==> src/rtl/mioc_dram_seq_pkg.sv <==
// Shared definitions for the MIOC DRAM strobe sequencer.
// Holds the FSM state encoding, default timing constants and a one-hot helper.
// No logic or state of its own; imported by the sequencer and its refresh timer.
package mioc_dram_seq_pkg;

  typedef enum logic [2:0] {
    ST_IDLE = 3'd0,
    ST_ROW  = 3'd1,
    ST_COL  = 3'd2,
    ST_HOLD = 3'd3,
    ST_PRE  = 3'd4,
    ST_ZRF  = 3'd5,
    ST_IRF  = 3'd6
  } state_e;

  localparam int DEF_NBANK     = 2;
  localparam int DEF_RA_W      = 7;
  localparam int DEF_T_RAS_MUX = 1;
  localparam int DEF_T_MUX_CAS = 1;
  localparam int DEF_T_PRECHG  = 2;
  localparam int DEF_WAIT_CYC  = 0;
  localparam int DEF_RFSH_INT  = 56;

  // Width of the phase and wait-state counters; all timing parameters fit in it.
  localparam int CNT_W = 8;

  // Bank selects are at most 8 wide; callers zero-extend into this argument.
  function automatic logic is_onehot(input logic [7:0] v);
    int n;
    n = 0;
    for (int i = 0; i < 8; i++) n += int'(v[i]);
    return (n == 1);
  endfunction

endpackage

==> src/rtl/mioc_dram_seq_rfsh_timer.sv <==
// Internal refresh interval timer, pending flag and refresh row counter.
// Latency: pending sets on the edge the timer reaches RFSH_INT-1; row steps on the done edge.
// Backpressure: pending stays set until take; a new interval may set it again the same edge.
// Ports: B_PHI/RST_N clock and async reset; enable = bus released to DMA master;
//        take = refresh accepted by the sequencer; done = refresh finished;
//        pending = refresh owed; row = row address for the next internal refresh.
module mioc_rfsh_timer
  import mioc_dram_seq_pkg::*;
#(
  parameter int RA_W     = DEF_RA_W,
  parameter int RFSH_INT = DEF_RFSH_INT
) (
  input  logic            B_PHI,
  input  logic            RST_N,
  input  logic            enable,
  input  logic            take,
  input  logic            done,
  output logic            pending,
  output logic [RA_W-1:0] row
);
  localparam int TW = $clog2(RFSH_INT + 1);

  logic [TW-1:0]   tmr_q, tmr_d;
  logic            pend_q, pend_d;
  logic [RA_W-1:0] row_q, row_d;

  always_comb begin
    tmr_d  = tmr_q;
    pend_d = pend_q;
    row_d  = row_q;
    if (take) pend_d = 1'b0;
    // Timer only runs while the Z80 is off the bus; it restarts from zero each release.
    if (!enable) begin
      tmr_d = '0;
    end else if (tmr_q == TW'(RFSH_INT - 1)) begin
      tmr_d  = '0;
      pend_d = 1'b1;
    end else begin
      tmr_d = tmr_q + 1'b1;
    end
    if (done) row_d = row_q + 1'b1;  // wraps naturally at 2^RA_W
  end

  always_ff @(posedge B_PHI or negedge RST_N) begin
    if (!RST_N) begin
      tmr_q  <= '0;
      pend_q <= 1'b0;
      row_q  <= '0;
    end else begin
      tmr_q  <= tmr_d;
      pend_q <= pend_d;
      row_q  <= row_d;
    end
  end

  assign pending = pend_q;
  assign row     = row_q;

endmodule

==> src/rtl/mioc_dram_seq.sv <==
// DRAM RAS/MUX/CAS sequencer with wait states, DMA bus handshake and internal refresh.
// Latency: RAS_N falls 1 cycle after request sample, MUX +T_RAS_MUX, CAS_N +T_MUX_CAS more.
// Backpressure: requests blocked by refresh or precharge hold WAIT_N low until ROW entry.
// Ports: Z80 strobes BMREQ_N/BRFSH_N/BRD_N/N_BWR and BANK_SEL in; RAS_N/MUX/CAS_N to the
//        array; WAIT_N to the bus master; DMA_N/BUSAK_N in, BUSRQ_N/ADDRBUFEN_N out;
//        RFSH_ROW/RFSH_ACT steer the address mux during internal refresh.
module mioc_dram_seq
  import mioc_dram_seq_pkg::*;
#(
  parameter int NBANK     = DEF_NBANK,
  parameter int RA_W      = DEF_RA_W,
  parameter int T_RAS_MUX = DEF_T_RAS_MUX,
  parameter int T_MUX_CAS = DEF_T_MUX_CAS,
  parameter int T_PRECHG  = DEF_T_PRECHG,
  parameter int WAIT_CYC  = DEF_WAIT_CYC,
  parameter int RFSH_INT  = DEF_RFSH_INT
) (
  input  logic             B_PHI,
  input  logic             RST_N,
  input  logic             BMREQ_N,
  input  logic             BRFSH_N,
  input  logic             BRD_N,
  input  logic             N_BWR,
  input  logic [NBANK-1:0] BANK_SEL,
  input  logic             DMA_N,
  input  logic             BUSAK_N,
  output logic             RAS_N,
  output logic             MUX,
  output logic [NBANK-1:0] CAS_N,
  output logic             WAIT_N,
  output logic             BUSRQ_N,
  output logic             ADDRBUFEN_N,
  output logic [RA_W-1:0]  RFSH_ROW,
  output logic             RFSH_ACT
);
  localparam int IRF_LEN = T_RAS_MUX + T_MUX_CAS + 1;

  // DMA_N and BUSAK_N come from other clock domains; everything else is B_PHI-synchronous.
  logic dma_s1_q, dma_s2_q, busak_s1_q, busak_s2_q;
  logic busrq_n_q, abe_n_q;

  always_ff @(posedge B_PHI or negedge RST_N) begin
    if (!RST_N) begin
      dma_s1_q   <= 1'b1;
      dma_s2_q   <= 1'b1;
      busak_s1_q <= 1'b1;
      busak_s2_q <= 1'b1;
      busrq_n_q  <= 1'b1;
      abe_n_q    <= 1'b0;
    end else begin
      dma_s1_q   <= DMA_N;
      dma_s2_q   <= dma_s1_q;
      busak_s1_q <= BUSAK_N;
      busak_s2_q <= busak_s1_q;
      busrq_n_q  <= dma_s2_q;
      // Z80 address buffers turn off only once the Z80 has actually released the bus.
      abe_n_q    <= ~busak_s2_q;
    end
  end

  logic            rf_en, rf_pending, rf_take, rf_done;
  logic [RA_W-1:0] rf_row;

  assign rf_en = ~busak_s2_q;

  mioc_rfsh_timer #(
    .RA_W     (RA_W),
    .RFSH_INT (RFSH_INT)
  ) u_rfsh_timer (
    .B_PHI   (B_PHI),
    .RST_N   (RST_N),
    .enable  (rf_en),
    .take    (rf_take),
    .done    (rf_done),
    .pending (rf_pending),
    .row     (rf_row)
  );

  state_e           state_q, state_d, idle_nxt;
  logic [CNT_W-1:0] cnt_q, cnt_d, wcnt_q, wcnt_d;
  logic [NBANK-1:0] bank_q, bank_d, cas_n_q, cas_n_d;
  logic             ras_n_q, ras_n_d, mux_q, mux_d, wait_n_q, wait_n_d, act_q, act_d;
  logic             acc_req, zrf_req, row_entry, blocked;

  assign acc_req = ~BMREQ_N & BRFSH_N & (~BRD_N | ~N_BWR);
  assign zrf_req = ~BMREQ_N & ~BRFSH_N;

  // Decision taken in IDLE and also on the last precharge cycle, so a request
  // waiting through PRE starts with exactly T_PRECHG cycles of RAS high.
  always_comb begin
    idle_nxt = ST_IDLE;
    if (rf_pending)   idle_nxt = ST_IRF;
    else if (zrf_req) idle_nxt = ST_ZRF;
    else if (acc_req) idle_nxt = ST_ROW;
  end

  always_comb begin
    state_d = state_q;
    rf_done = 1'b0;
    case (state_q)
      ST_IDLE: state_d = idle_nxt;
      ST_ROW:  if (cnt_q == CNT_W'(T_RAS_MUX - 1)) state_d = ST_COL;
      ST_COL:  if (cnt_q == CNT_W'(T_MUX_CAS - 1)) state_d = ST_HOLD;
      ST_HOLD: if (BMREQ_N) state_d = ST_PRE;
      ST_ZRF:  if (BMREQ_N) state_d = ST_PRE;
      ST_PRE:  if (cnt_q == CNT_W'(T_PRECHG - 1)) state_d = idle_nxt;
      ST_IRF: begin
        if (cnt_q == CNT_W'(IRF_LEN - 1)) begin
          state_d = ST_PRE;
          rf_done = 1'b1;
        end
      end
      default: state_d = ST_IDLE;
    endcase

    // Phase counter restarts on every state change; it is only compared in timed states.
    cnt_d = (state_d == state_q) ? cnt_q + 1'b1 : '0;

    rf_take   = (state_d == ST_IRF) && (state_q != ST_IRF);
    row_entry = (state_d == ST_ROW) && (state_q != ST_ROW);
    bank_d    = row_entry ? BANK_SEL : bank_q;

    if (row_entry)        wcnt_d = CNT_W'(WAIT_CYC);
    else if (wcnt_q != 0) wcnt_d = wcnt_q - 1'b1;
    else                  wcnt_d = '0;

    blocked = acc_req && ((state_d == ST_IRF) || (state_d == ST_PRE));

    // Outputs are decoded from the next state and registered.
    ras_n_d  = !(state_d inside {ST_ROW, ST_COL, ST_HOLD, ST_ZRF, ST_IRF});
    mux_d    = (state_d == ST_COL) || (state_d == ST_HOLD);
    // A malformed bank select still runs RAS but fires no CAS.
    cas_n_d  = ((state_d == ST_HOLD) && is_onehot(8'(bank_d))) ? ~bank_d : '1;
    wait_n_d = !(blocked || (wcnt_d != 0));
    act_d    = (state_d == ST_IRF);
  end

  always_ff @(posedge B_PHI or negedge RST_N) begin
    if (!RST_N) begin
      state_q  <= ST_IDLE;
      cnt_q    <= '0;
      wcnt_q   <= '0;
      bank_q   <= '0;
      ras_n_q  <= 1'b1;
      mux_q    <= 1'b0;
      cas_n_q  <= '1;
      wait_n_q <= 1'b1;
      act_q    <= 1'b0;
    end else begin
      state_q  <= state_d;
      cnt_q    <= cnt_d;
      wcnt_q   <= wcnt_d;
      bank_q   <= bank_d;
      ras_n_q  <= ras_n_d;
      mux_q    <= mux_d;
      cas_n_q  <= cas_n_d;
      wait_n_q <= wait_n_d;
      act_q    <= act_d;
    end
  end

  assign RAS_N       = ras_n_q;
  assign MUX         = mux_q;
  assign CAS_N       = cas_n_q;
  assign WAIT_N      = wait_n_q;
  assign BUSRQ_N     = busrq_n_q;
  assign ADDRBUFEN_N = abe_n_q;
  assign RFSH_ROW    = rf_row;
  assign RFSH_ACT    = act_q;

endmodule

==> config.mk <==
export PLATFORM = sky130hd
export DESIGN_NAME = mioc_dram_seq
export DESIGN_NICKNAME = d
export VERILOG_FILES = /design/src/rtl/mioc_dram_seq_pkg.sv /design/src/rtl/mioc_dram_seq_rfsh_timer.sv /design/src/rtl/mioc_dram_seq.sv
export SDC_FILE = /design/constraint.sdc
export NUM_CORES = 1
export LEC_CHECK = 0
export BUFFER_PORTS_ARGS = -buffer_cell sky130_fd_sc_hd__buf_2
export CAP_MARGIN = 20
export CORE_MARGIN = 1
export CORE_UTILIZATION = 62
export DETAILED_ROUTE_END_ITERATION = 16
export GPL_TIMING_DRIVEN = 0
export HOLD_SLACK_MARGIN = 0.05
export PLACE_DENSITY = 0.84
export SLEW_MARGIN = 20
export SYNTH_ARGS = -nofsm -noshare
export SYNTH_HDL_FRONTEND = slang
export SYNTH_SLANG_ARGS = --single-unit
==> constraint.sdc <==
create_clock -name B_PHI -period 6.5 [get_ports B_PHI]
set_input_delay 0.325 -clock B_PHI [delete_from_list [all_inputs] [get_ports B_PHI]]
set_output_delay 0.325 -clock B_PHI [all_outputs]
set_load 0.05 [all_outputs]
==> key figures, run 1 <==
Timing
  • Fraction of the cycle the final worst path needs: between 30 and 40%
  • Final TNS setup: 0 ns
  • Fin crit period: about 2.3 ns
  • Post-route setup slack: 4.17 ns
  • Fmax: 429 MHz
  • Worst slew pin tran: ~0.67 ns
  • # setup viols final: 0
  • Final slew viol count: 0
  • Worst relative slew slack: between 50% and 60%
  • Skew final: approximately 0.007 ns
  • Worst Hold Margin: around 0.12 ns
  • Final hold vios: 0
  • RSZ-0062 raised after global routing: no

Setup path
  • Required time of the critical path: ~6.7 ns
  • Register-to-Register Path Depth: 7
  • Worst setup EP type: register
  • Worst-path maximum fanout: 8
  • Crit Path Category: reg -> reg
  • CP arrival: 2.54 ns
  • CP startpoint kind: register

Clock tree
  • Clock sinks: 47
  • CTS clk-pin slew, worst paths: about 0.080 ns
  • Worst-case clock buffer depth: 2
  • Total CTS buffers: 5
  • CTS tree: done
  • Clock Latency Late Sink: about 0.3 ns
  • H-tree Lvls: 2
  • Post-CTS Setup Inserts: 0
  • Root buffer cell: clkbuf_8

Floorplanning
  • Chip Height: between 60 and 70 um
  • I/O pins: 25
  • Die W: roughly 63 um
  • Initial Util: about two thirds
  • Row count: 21
  • Die Area: just under 0.004 mm2
  • Core Area: around 0.0034 mm2

Cells and area
  • # fillers: 256
  • Most frequent cells in the layout: dfrtp_1, buf_2, nor2_1
  • Commonest non-fill, non-tap cell in the layout: dfrtp_1
  • Diode count: 0
  • Layout cells sized above 1: a little over a quarter
  • Area Growth Syn to Fin: 13.4%
  • Multi-input gate area in the final layout: 0.00103 mm2
  • Register Area: 0.00119 mm2
  • Final nets: approximately 260

Route
  • Starting DRC count in detailed routing: about 160
  • Drt wl/cell: 14.3 um
  • Met2 wire len: 1900 um
  • First-pass DRT Iterations: 4
  • Residual DRC count: 0
  • WL met3: a little under 200 um
  • Highest Signal Layer: met4
  • Avg Vias per Cell: 5.73
  • Routed length on met1: around 1900 um
  • Antenna-violating nets left: 0
  • Vias: between 1500 and 2000
  • Total wire length: just over 4000 um

Global route
  • Total gr overflow: 0
  • Number of global-route vias before repair: around 1700
  • Largest net degree at the start of global routing: between 40 and 50
  • Initial antenna violation count: 0
  • GRT Total Usage: approximately 25%
  • Global-route wire length before repair: between 7000 and 8000 um

Min path
  • Worst min path class: in -> reg
  • WHS Path Cells: 1

Place
  • DP Worst Slack: between 4 and 5 ns
  • Post-DP HPWL: between 2000 and 3000 um
  • PortBufs: 24
  • Placer Congestion: between 0.8 and 0.9

Synthesis
  • Synth cell types: 50
  • Mapped cell area: ~0.0023 mm2
  • Asr flop ratio synth: between 90% and 100%
  • #FFs+latches synth: 47
  • Synth Instances: roughly 210
  • Syn_nets: between 200 and 250
  • Syn avg cell area: approximately 11 um2
  • Prevailing post-synth register cell: dfrtp_1
  • Sequential cell area fraction in the yosys report: approximately half
  • Synth Warn #: 0
  • Post-synth EDFFs: 0

Status
  • Status: completed

Power and ir drop
  • P_leak: between 1 and 1.5 nW
  • VDD IR max: 0.295 mV
  • Pwr per Cell Area: about 370 mW/mm2

Run
  • Max-Cap Viols: 0
## critical path: stages (launching register included)
cell and delay [ns]:
dfrtp_1 0.45, nor4_4 0.49, a31o_2 0.23, a21oi_1 0.10
nor3_4 0.33, inv_1 0.16, o311ai_0 0.31, o21ai_0 0.16
## kinds of logic (layout without fill, tap and decap cells)
kind of cell | Yosys count | after routing | share of synthesized area [%]
muxes | 4 | 4 | 1.91
AOI/OAI and AO/OA | 31 | 31 | 9.56
buffers and inverters | 13 | 46 | 3.17
xor gates and xnor gates | 20 | 20 | 7.65
and+or+nand+nor | 83 | 83 | 21.5
adders and majority gates | 8 | 8 | 4.37
DFF | 47 | 47 | 51.9
## cell usage after synthesis (3+ instances only)
library cell / number / share of area, %
inv_1: 10 / 1.6
mux2_2: 3 / 1.5
xor2_1: 9 / 3.4
nand4_1: 5 / 1.4
nor2_1: 19 / 3.1
nor3_1: 12 / 2.6
xnor2_1: 11 / 4.2
and3_2: 3 / 0.98
o21ai_0: 6 / 1.3
a21oi_1: 4 / 0.87
ha_1: 8 / 4.4
nor2b_1: 3 / 0.82
dfstp_2: 9 / 10
nand2b_1: 4 / 1.1
dfrtp_1: 38 / 42
nand3_1: 9 / 2.0
nand2_1: 11 / 1.8
a31oi_1: 4 / 1.1
## layout make-up
cell class / count / area share (%)
clock buffers: 6 / 3.18
flip-flops and latches: 47 / 45.7
well taps: 46 / 2.22
clock inverters: 2 / 1.35
multi-input cells: 146 / 39.6
inverters: 10 / 1.45
repair buffers: 25 / 5.11
plain buffers: 3 / 1.35
## sequential cells by signal, indices dropped and copies added (netlist names), 2 cells and up
signal	flops
wcnt_q	8
u_rfsh_timer.row	7
u_rfsh_timer.tmr_q	6
state_q	3
CAS_N	2
cnt_q	8
bank_q	2
## worst paths after layout
path / startpoint / to / slack (ns)
max: cnt_q[2]$_DFF_PN0_ / WAIT_N$_DFF_PN1_ / 4.17
min: BUSAK_N / busak_s1_q$_DFF_PN1_ / 0.12
max reg2reg: cnt_q[2]$_DFF_PN0_ / WAIT_N$_DFF_PN1_ / 4.17
min reg2reg: busak_s1_q$_DFF_PN1_ / busak_s2_q$_DFF_PN1_ / 0.36
max in group asynchronous: RST_N / CAS_N[1]$_DFF_PN1_ / 5.56
min in group asynchronous: RST_N / wcnt_q[7]$_DFF_PN0_ / 0.56
## report_power, final
part | total, W | leakage [nW] | internal (W) | switching [W]
logic | 0.000382 | 0.564 | 0.000144 | 0.000238
clock network | 0.000216 | 0.0612 | 0.000124 | 0.0000918
registers | 0.000363 | 0.609 | 0.000337 | 0.0000262
total | 0.000961 | 1.23 | 0.000605 | 0.000356
## stage by stage
step                total power, W  util, %  instances  cell area, um2
global route               0.00102     75.5        285            2600
CTS                       0.000966     75.1        284            2580
detailed placement        0.000748     71.7        276            2470
finish                    0.000961     75.5        285            2600
floorplan                 0.000664        -        206            2290
global placement          0.000738     71.7        276            2470
## routing by layer
metal  track usage [%]  up-vias
met5                 0        -
met2              38.2       49
met1              33.8      787
met4              7.85        0
met3              6.20        6
li1                  -      790
## what timing repair did
action	CTS	global route
resized for setup	0	0
endpoints found under the hold margin	0	1
hold buffers	0	1
No activity file was read; power rests on OpenSTA's default activity.
==> run 2: changes to the inputs <==
--- a/config.mk
+++ b/config.mk
@@ -8,11 +8,11 @@
 export BUFFER_PORTS_ARGS = -buffer_cell sky130_fd_sc_hd__buf_2
 export CAP_MARGIN = 20
 export CORE_MARGIN = 1
-export CORE_UTILIZATION = 62
+export CORE_UTILIZATION = 58
 export DETAILED_ROUTE_END_ITERATION = 16
 export GPL_TIMING_DRIVEN = 0
 export HOLD_SLACK_MARGIN = 0.05
-export PLACE_DENSITY = 0.84
+export PLACE_DENSITY = 0.79
 export SLEW_MARGIN = 20
 export SYNTH_ARGS = -nofsm -noshare
 export SYNTH_HDL_FRONTEND = slang
==> constraint.sdc (replaced) <==
create_clock -name B_PHI -period 2.25 [get_ports B_PHI]
set_input_delay 0.1125 -clock B_PHI [delete_from_list [all_inputs] [get_ports B_PHI]]
set_output_delay 0.1125 -clock B_PHI [all_outputs]
set_load 0.05 [all_outputs]
==> run 2 against run 1 <==
Effect of this change:
- first-iteration DRC count down 14%
- sequential cell count is the same
- count of clock-buffer cells in the layout is 1 lower
- sequential power grew to 2.9 times the previous value
- cell count rose by 5.3%
- largest power group unchanged
- critical path type unchanged
- via count grew 4.5%
- non-clock buffer count increased by 13
- critical path depth decreased by 1
- design area grew 6.1%
- power increased to 3.1 times the previous value
==> key figures, run 2 (same netlist as run 1, synthesis figures left out) <==
Global route
  • Largest net degree at the start of global routing: 48
  • Initial antenna violation count: 0
  • Total gr overflow: 0
  • Global-route wire length before repair: approximately 7500 um
  • GRT Total Usage: between 20% and 30%
  • Number of global-route vias before repair: between 1500 and 2000

Clock tree
  • Total CTS buffers: 5
  • Worst-case clock buffer depth: 2
  • Clock Latency Late Sink: 0.30 ns
  • CTS clk-pin slew, worst paths: around 0.09 ns
  • Clock sinks: between 40 and 50
  • H-tree Lvls: 2
  • Root buffer cell: clkbuf_8
  • CTS tree: done

Timing
  • Fin crit period: between 2 and 2.5 ns
  • Final slew viol count: 0
  • Fmax: about 450 MHz
  • # setup viols final: 0
  • Final TNS setup: 0 ns
  • Skew final: between 0.004 and 0.005 ns
  • Final hold vios: 0
  • Worst relative slew slack: 61.2%
  • Worst slew pin tran: 0.583 ns
  • Fraction of the cycle the final worst path needs: between 90% and 100%
  • Worst Hold Margin: between 0.06 and 0.07 ns

Cells and area
  • Area Growth Syn to Fin: 20.3%
  • Final nets: 269
  • Commonest non-fill, non-tap cell in the layout: dfrtp_1
  • Diode count: 0
  • Layout cells sized above 1: 33.3%
  • Most frequent cells in the layout: dfrtp_1, buf_2, nor2_1

Route
  • Residual DRC count: 0
  • Vias: ~1700
  • Starting DRC count in detailed routing: 140
  • First-pass DRT Iterations: 4
  • Drt wl/cell: around 15 um
  • Avg Vias per Cell: ~5.7
  • Total wire length: between 4000 and 5000 um
  • Antenna-violating nets left: 0

Power and ir drop
  • Register share of total power: approximately 35%
  • Comb pwr share: 44.2%
  • Sw frac: 38.6%
  • Pwr per Cell Area: approximately 1100 mW/mm2
  • Switch Pwr: 0.00116 W
  • VDD IR max: around 1.1 mV
  • P_leak: roughly 1.3 nW
  • Clk pwr share: approximately a fifth
  • Pwr Total: around 0.0030 W
  • Int Pwr: 0.00185 W

Setup path
  • Reg2reg end: CAS_N[0]$_DFF_PN1_
  • CP startpoint kind: register
  • Register-to-Register Path Depth: 6
  • Required time of the critical path: approximately 2.5 ns
  • Worst setup EP type: register
  • CP arrival: approximately 2.4 ns
  • Crit Path Category: reg -> reg
  • Launch point of the worst reg-to-reg path: u_rfsh_timer.pending$_DFF_PN0_
  • Worst-path maximum fanout: 4
  • R2r setup slk: between 0.04 and 0.05 ns

Floorplanning
  • Die Area: between 0.004 and 0.005 mm2
  • Die W: roughly 65 um
  • Row count: 22
  • Initial Util: between 60% and 70%
  • Core Area: around 0.0037 mm2
  • I/O pins: 25
  • Chip Height: roughly 65 um

Place
  • PortBufs: 24
  • Post-DP HPWL: ~2900 um
  • Placer Congestion: slightly below 0.8

Status
  • Status: completed

Min path
  • Worst Hold Launch: BANK_SEL[0]
  • Worst min path class: in -> reg
  • Hold EP: bank_q[0]$_DFF_PN0_
  • WHS Path Cells: 2

Run
  • Max-Cap Viols: 0
-- run 2: changes by cell type in the layout (fill, tap and decap cells not counted), moves of 2 or more --
cell           delta
o21ai_2           +2
dfrtp_1           -4
dfrtp_2           +4
o21ai_1           -2
dlygate4sd3_1     +3
buf_4            +10
-- run 2: layer usage --
layer	track usage, %	up-vias	routed length, um
met4	7.78	0	68
met3	7.39	8	113
li1	-	816	-
met5	0	-	0
met1	30.9	851	2130
met2	38.0	30	2320
-- run 2: timing repair --
action | CTS | global route
setup buffers | 1 | 9
endpoints found under the hold margin | 41 | 0
cloned | 0 | 0
hold buffers | 4 | 0
endpoints found under the setup margin | 22 | 13
pin swaps | 1 | 3
resized for setup | 2 | 10
-- run 2: how the worst max path moves through the flow --
stage	start	to	slack [ns]	cells past startpoint
after floorplan	cnt_q[2]$_DFF_PN0_	CAS_N[0]$_DFF_PN1_	0.19	6
after global placement	cnt_q[2]$_DFF_PN0_	cnt_q[4]$_DFF_PN0_	-0.02	6
after detailed placement	cnt_q[2]$_DFF_PN0_	cnt_q[4]$_DFF_PN0_	-0.10	6
after CTS	cnt_q[1]$_DFF_PN0_	WAIT_N$_DFF_PN1_	-0.004	8
after global routing	u_rfsh_timer.pending$_DFF_PN0_	CAS_N[0]$_DFF_PN1_	-0.02	6
final	u_rfsh_timer.pending$_DFF_PN0_	CAS_N[0]$_DFF_PN1_	0.05	6
-- run 2: area by class of cell --
class	count	area (um2)
repair buffers	38	238
inverters	10	37.5
flip-flops and latches	47	1190
fillers	274	961
clock inverters	3	46.3
well taps	48	60.1
multi-input cells	146	1080
clock buffers	5	68.8
plain buffers	3	35.0
-- run 2: critical path, cell delays in order, from the launching register on --
cell       delay [ns]
dfrtp_1          0.41
o21ba_2          0.20
o311a_2          0.35
a31oi_1          0.33
nand4bb_4        0.25
mux2i_1          0.11
or4b_1           0.48
-- run 2: through the flow --
stage                     cell area, um2  cells  setup WS [ns]  utilization [%]
after floorplan                     2290    206          0.189                -
after global placement              2470    278        -0.0202             66.5
after detailed placement            2470    278         -0.100             66.5
after CTS                           2640    291       -0.00424             71.1
after global routing                2760    300        -0.0189             74.1
final                               2760    300         0.0477             74.1
-- run 2: power by group through the flow --
stage	logic, W	registers, W	clock network [W]
after floorplan	0.000707	0.00121	0
after global placement	0.00107	0.00106	0
after detailed placement	0.00109	0.00106	0
after CTS	0.00112	0.00105	0.000647
after global routing	0.00144	0.00106	0.000682
final	0.00133	0.00104	0.000643
==> run 3: changes to the inputs <==
--- a/config.mk
+++ b/config.mk
@@ -7,7 +7,7 @@
 export LEC_CHECK = 0
 export BUFFER_PORTS_ARGS = -buffer_cell sky130_fd_sc_hd__buf_2
 export CAP_MARGIN = 20
-export CORE_MARGIN = 1
+export CORE_MARGIN = 4
 export CORE_UTILIZATION = 58
 export DETAILED_ROUTE_END_ITERATION = 16
 export GPL_TIMING_DRIVEN = 0
==> run 3 against run 2 <==
Effect of this change:
- non-clock buffer count down 2
- highest routed layer unchanged
- critical endpoint unchanged
- sequential power about the same
- via count down 3.5%
- count of clock-buffer cells in the layout unchanged
- setup slack better by 0.0012 ns
- worst hold slack better by 0.17 ns
==> key figures, run 3 (same netlist as run 1, synthesis figures left out) <==
Cells and area
  • Commonest non-fill, non-tap cell in the layout: dfrtp_1
  • Final nets: around 270
  • Fin util: 73.7%
  • Most frequent cells in the layout: dfrtp_1, buf_2, nor2_1
  • Diode count: 0
  • Design area: 0.00276 mm2
  • Area Growth Syn to Fin: 20.4%
  • Layout cells sized above 1: about a third

Timing
  • Fin crit period: between 2 and 2.5 ns
  • Worst relative slew slack: between 50% and 60%
  • Worst Hold Margin: approximately 0.24 ns
  • # setup viols final: 0
  • Final slew viol count: 0
  • Skew final: ~0.0072 ns
  • Final hold vios: 0
  • Worst slew pin tran: roughly 0.6 ns
  • RSZ-0062 raised after global routing: yes
  • Fmax: roughly 450 MHz
  • Final TNS setup: 0 ns
  • Fraction of the cycle the final worst path needs: 97.8%

Setup path
  • CP startpoint kind: register
  • Worst setup EP type: register
  • CP arrival: between 2 and 2.5 ns
  • Reg2reg end: CAS_N[0]$_DFF_PN1_
  • Launch point of the worst reg-to-reg path: u_rfsh_timer.pending$_DFF_PN0_
  • Crit Path Category: reg -> reg
  • Register-to-Register Path Depth: 6
  • Required time of the critical path: roughly 2.5 ns
  • R2r setup slk: 0.05 ns
  • Worst-path maximum fanout: 4

Power and ir drop
  • Switch Pwr: 0.00111 W
  • Clk pwr share: ~25%
  • Pwr Total: ~0.003 W
  • Register share of total power: 34.6%
  • Pwr per Cell Area: 1100 mW/mm2
  • Sw frac: between 30% and 40%
  • VDD IR max: roughly 0.94 mV
  • Comb pwr share: between 40% and 50%
  • P_leak: around 1.3 nW
  • Int Pwr: about 0.0019 W

Place
  • Post-DP HPWL: 2800 um
  • Placer Congestion: about 0.86
  • Post-DP Area: about 0.0025 mm2
  • PortBufs: 24

Min path
  • Worst min path class: in -> reg
  • Worst Hold Launch: BRFSH_N
  • WHS Path Cells: 4
  • Hold EP: WAIT_N$_DFF_PN1_

Floorplanning
  • Initial Util: 61.2%
  • Core Area: between 0.003 and 0.004 mm2
  • Die W: just over 70 um
  • I/O pins: 25
  • Die Area: 0.00502 mm2
  • Chip Height: a little over 70 um
  • Row count: 22

Global route
  • Largest net degree at the start of global routing: 48
  • Total gr overflow: 0
  • Initial antenna violation count: 0
  • Number of global-route vias before repair: ~1600
  • GRT Total Usage: 17.5%
  • Global-route wire length before repair: between 6000 and 7000 um

Run
  • Max-Cap Viols: 0

Clock tree
  • H-tree Lvls: 2
  • CTS clk-pin slew, worst paths: 0.09 ns
  • CTS tree: done
  • Worst-case clock buffer depth: 2
  • Clock sinks: 47
  • Clock Latency Late Sink: 0.30 ns
  • Total CTS buffers: 5
  • Root buffer cell: clkbuf_8

Status
  • Status: completed

Route
  • Starting DRC count in detailed routing: between 40 and 50
  • Avg Vias per Cell: ~5.5
  • Total wire length: a little over 4000 um
  • Vias: between 1500 and 2000
  • Drt wl/cell: 13.9 um
  • First-pass DRT Iterations: 4
  • Antenna-violating nets left: 0
  • Residual DRC count: 0
-- run 3: how the worst max path moves through the flow --
stage                                   startpoint                   to  slack (ns)
detailed placement              cnt_q[2]$_DFF_PN0_   cnt_q[5]$_DFF_PN0_       -0.04
finish              u_rfsh_timer.pending$_DFF_PN0_   CAS_N[0]$_DFF_PN1_        0.05
global placement                cnt_q[2]$_DFF_PN0_   cnt_q[3]$_DFF_PN0_       -0.02
CTS                             cnt_q[5]$_DFF_PN0_  wcnt_q[2]$_DFF_PN0_        0.02
global route        u_rfsh_timer.pending$_DFF_PN0_   CAS_N[0]$_DFF_PN1_       -0.02
floorplan                       cnt_q[2]$_DFF_PN0_   CAS_N[0]$_DFF_PN1_        0.19
-- run 3: area by class of cell --
class / instances / area [um2]
flip-flops and latches: 47 / 1190
repair buffers: 36 / 225
clock buffers: 5 / 68.8
well taps: 48 / 60.1
plain buffers: 3 / 35.0
inverters: 10 / 37.5
multi-input cells: 146 / 1070
clock inverters: 3 / 71.3
fillers: 262 / 986
-- run 3: metal layers --
| metal | global-route usage, % | part of all wire [%] | up-vias |
|---|---|---|---|
| li1 | - | - | 811 |
| met1 | 21.7 | 42 | 789 |
| met2 | 29.0 | 51 | 35 |
| met3 | 4.83 | 4.5 | 10 |
| met4 | 6.68 | 2.2 | 0 |
| met5 | 0 | 0 | - |
-- run 3: repair_timing --
action	CTS	global route
hold buffers	5	0
resized for setup	1	9
pin swaps	1	3
endpoints found under the hold margin	42	0
buffers inserted	1	6
gates cloned	0	0
setup endpoints to repair	18	20
-- run 3: power groups by stage --
stage | sequential, W | clock, W | combinational (W)
floorplan | 0.00121 | 0 | 0.000707
global placement | 0.00106 | 0 | 0.00108
detailed placement | 0.00106 | 0 | 0.00109
CTS | 0.00105 | 0.000761 | 0.00113
global route | 0.00106 | 0.000805 | 0.00134
finish | 0.00105 | 0.000746 | 0.00123
-- run 3: metrics by stage --
| stage | setup WS (ns) | cells |
|---|---|---|
| floorplan | 0.189 | 206 |
| global placement | -0.0219 | 278 |
| detailed placement | -0.0441 | 278 |
| CTS | 0.0238 | 292 |
| global route | -0.0202 | 298 |
| finish | 0.0489 | 298 |
-- run 3: worst max-delay path, cell delays in order, from the launching register on --
cell	delay, ns
dfrtp_1	0.41
o21ba_2	0.20
o311a_2	0.35
a31oi_1	0.33
nand4bb_4	0.26
mux2i_1	0.09
or4b_1	0.47
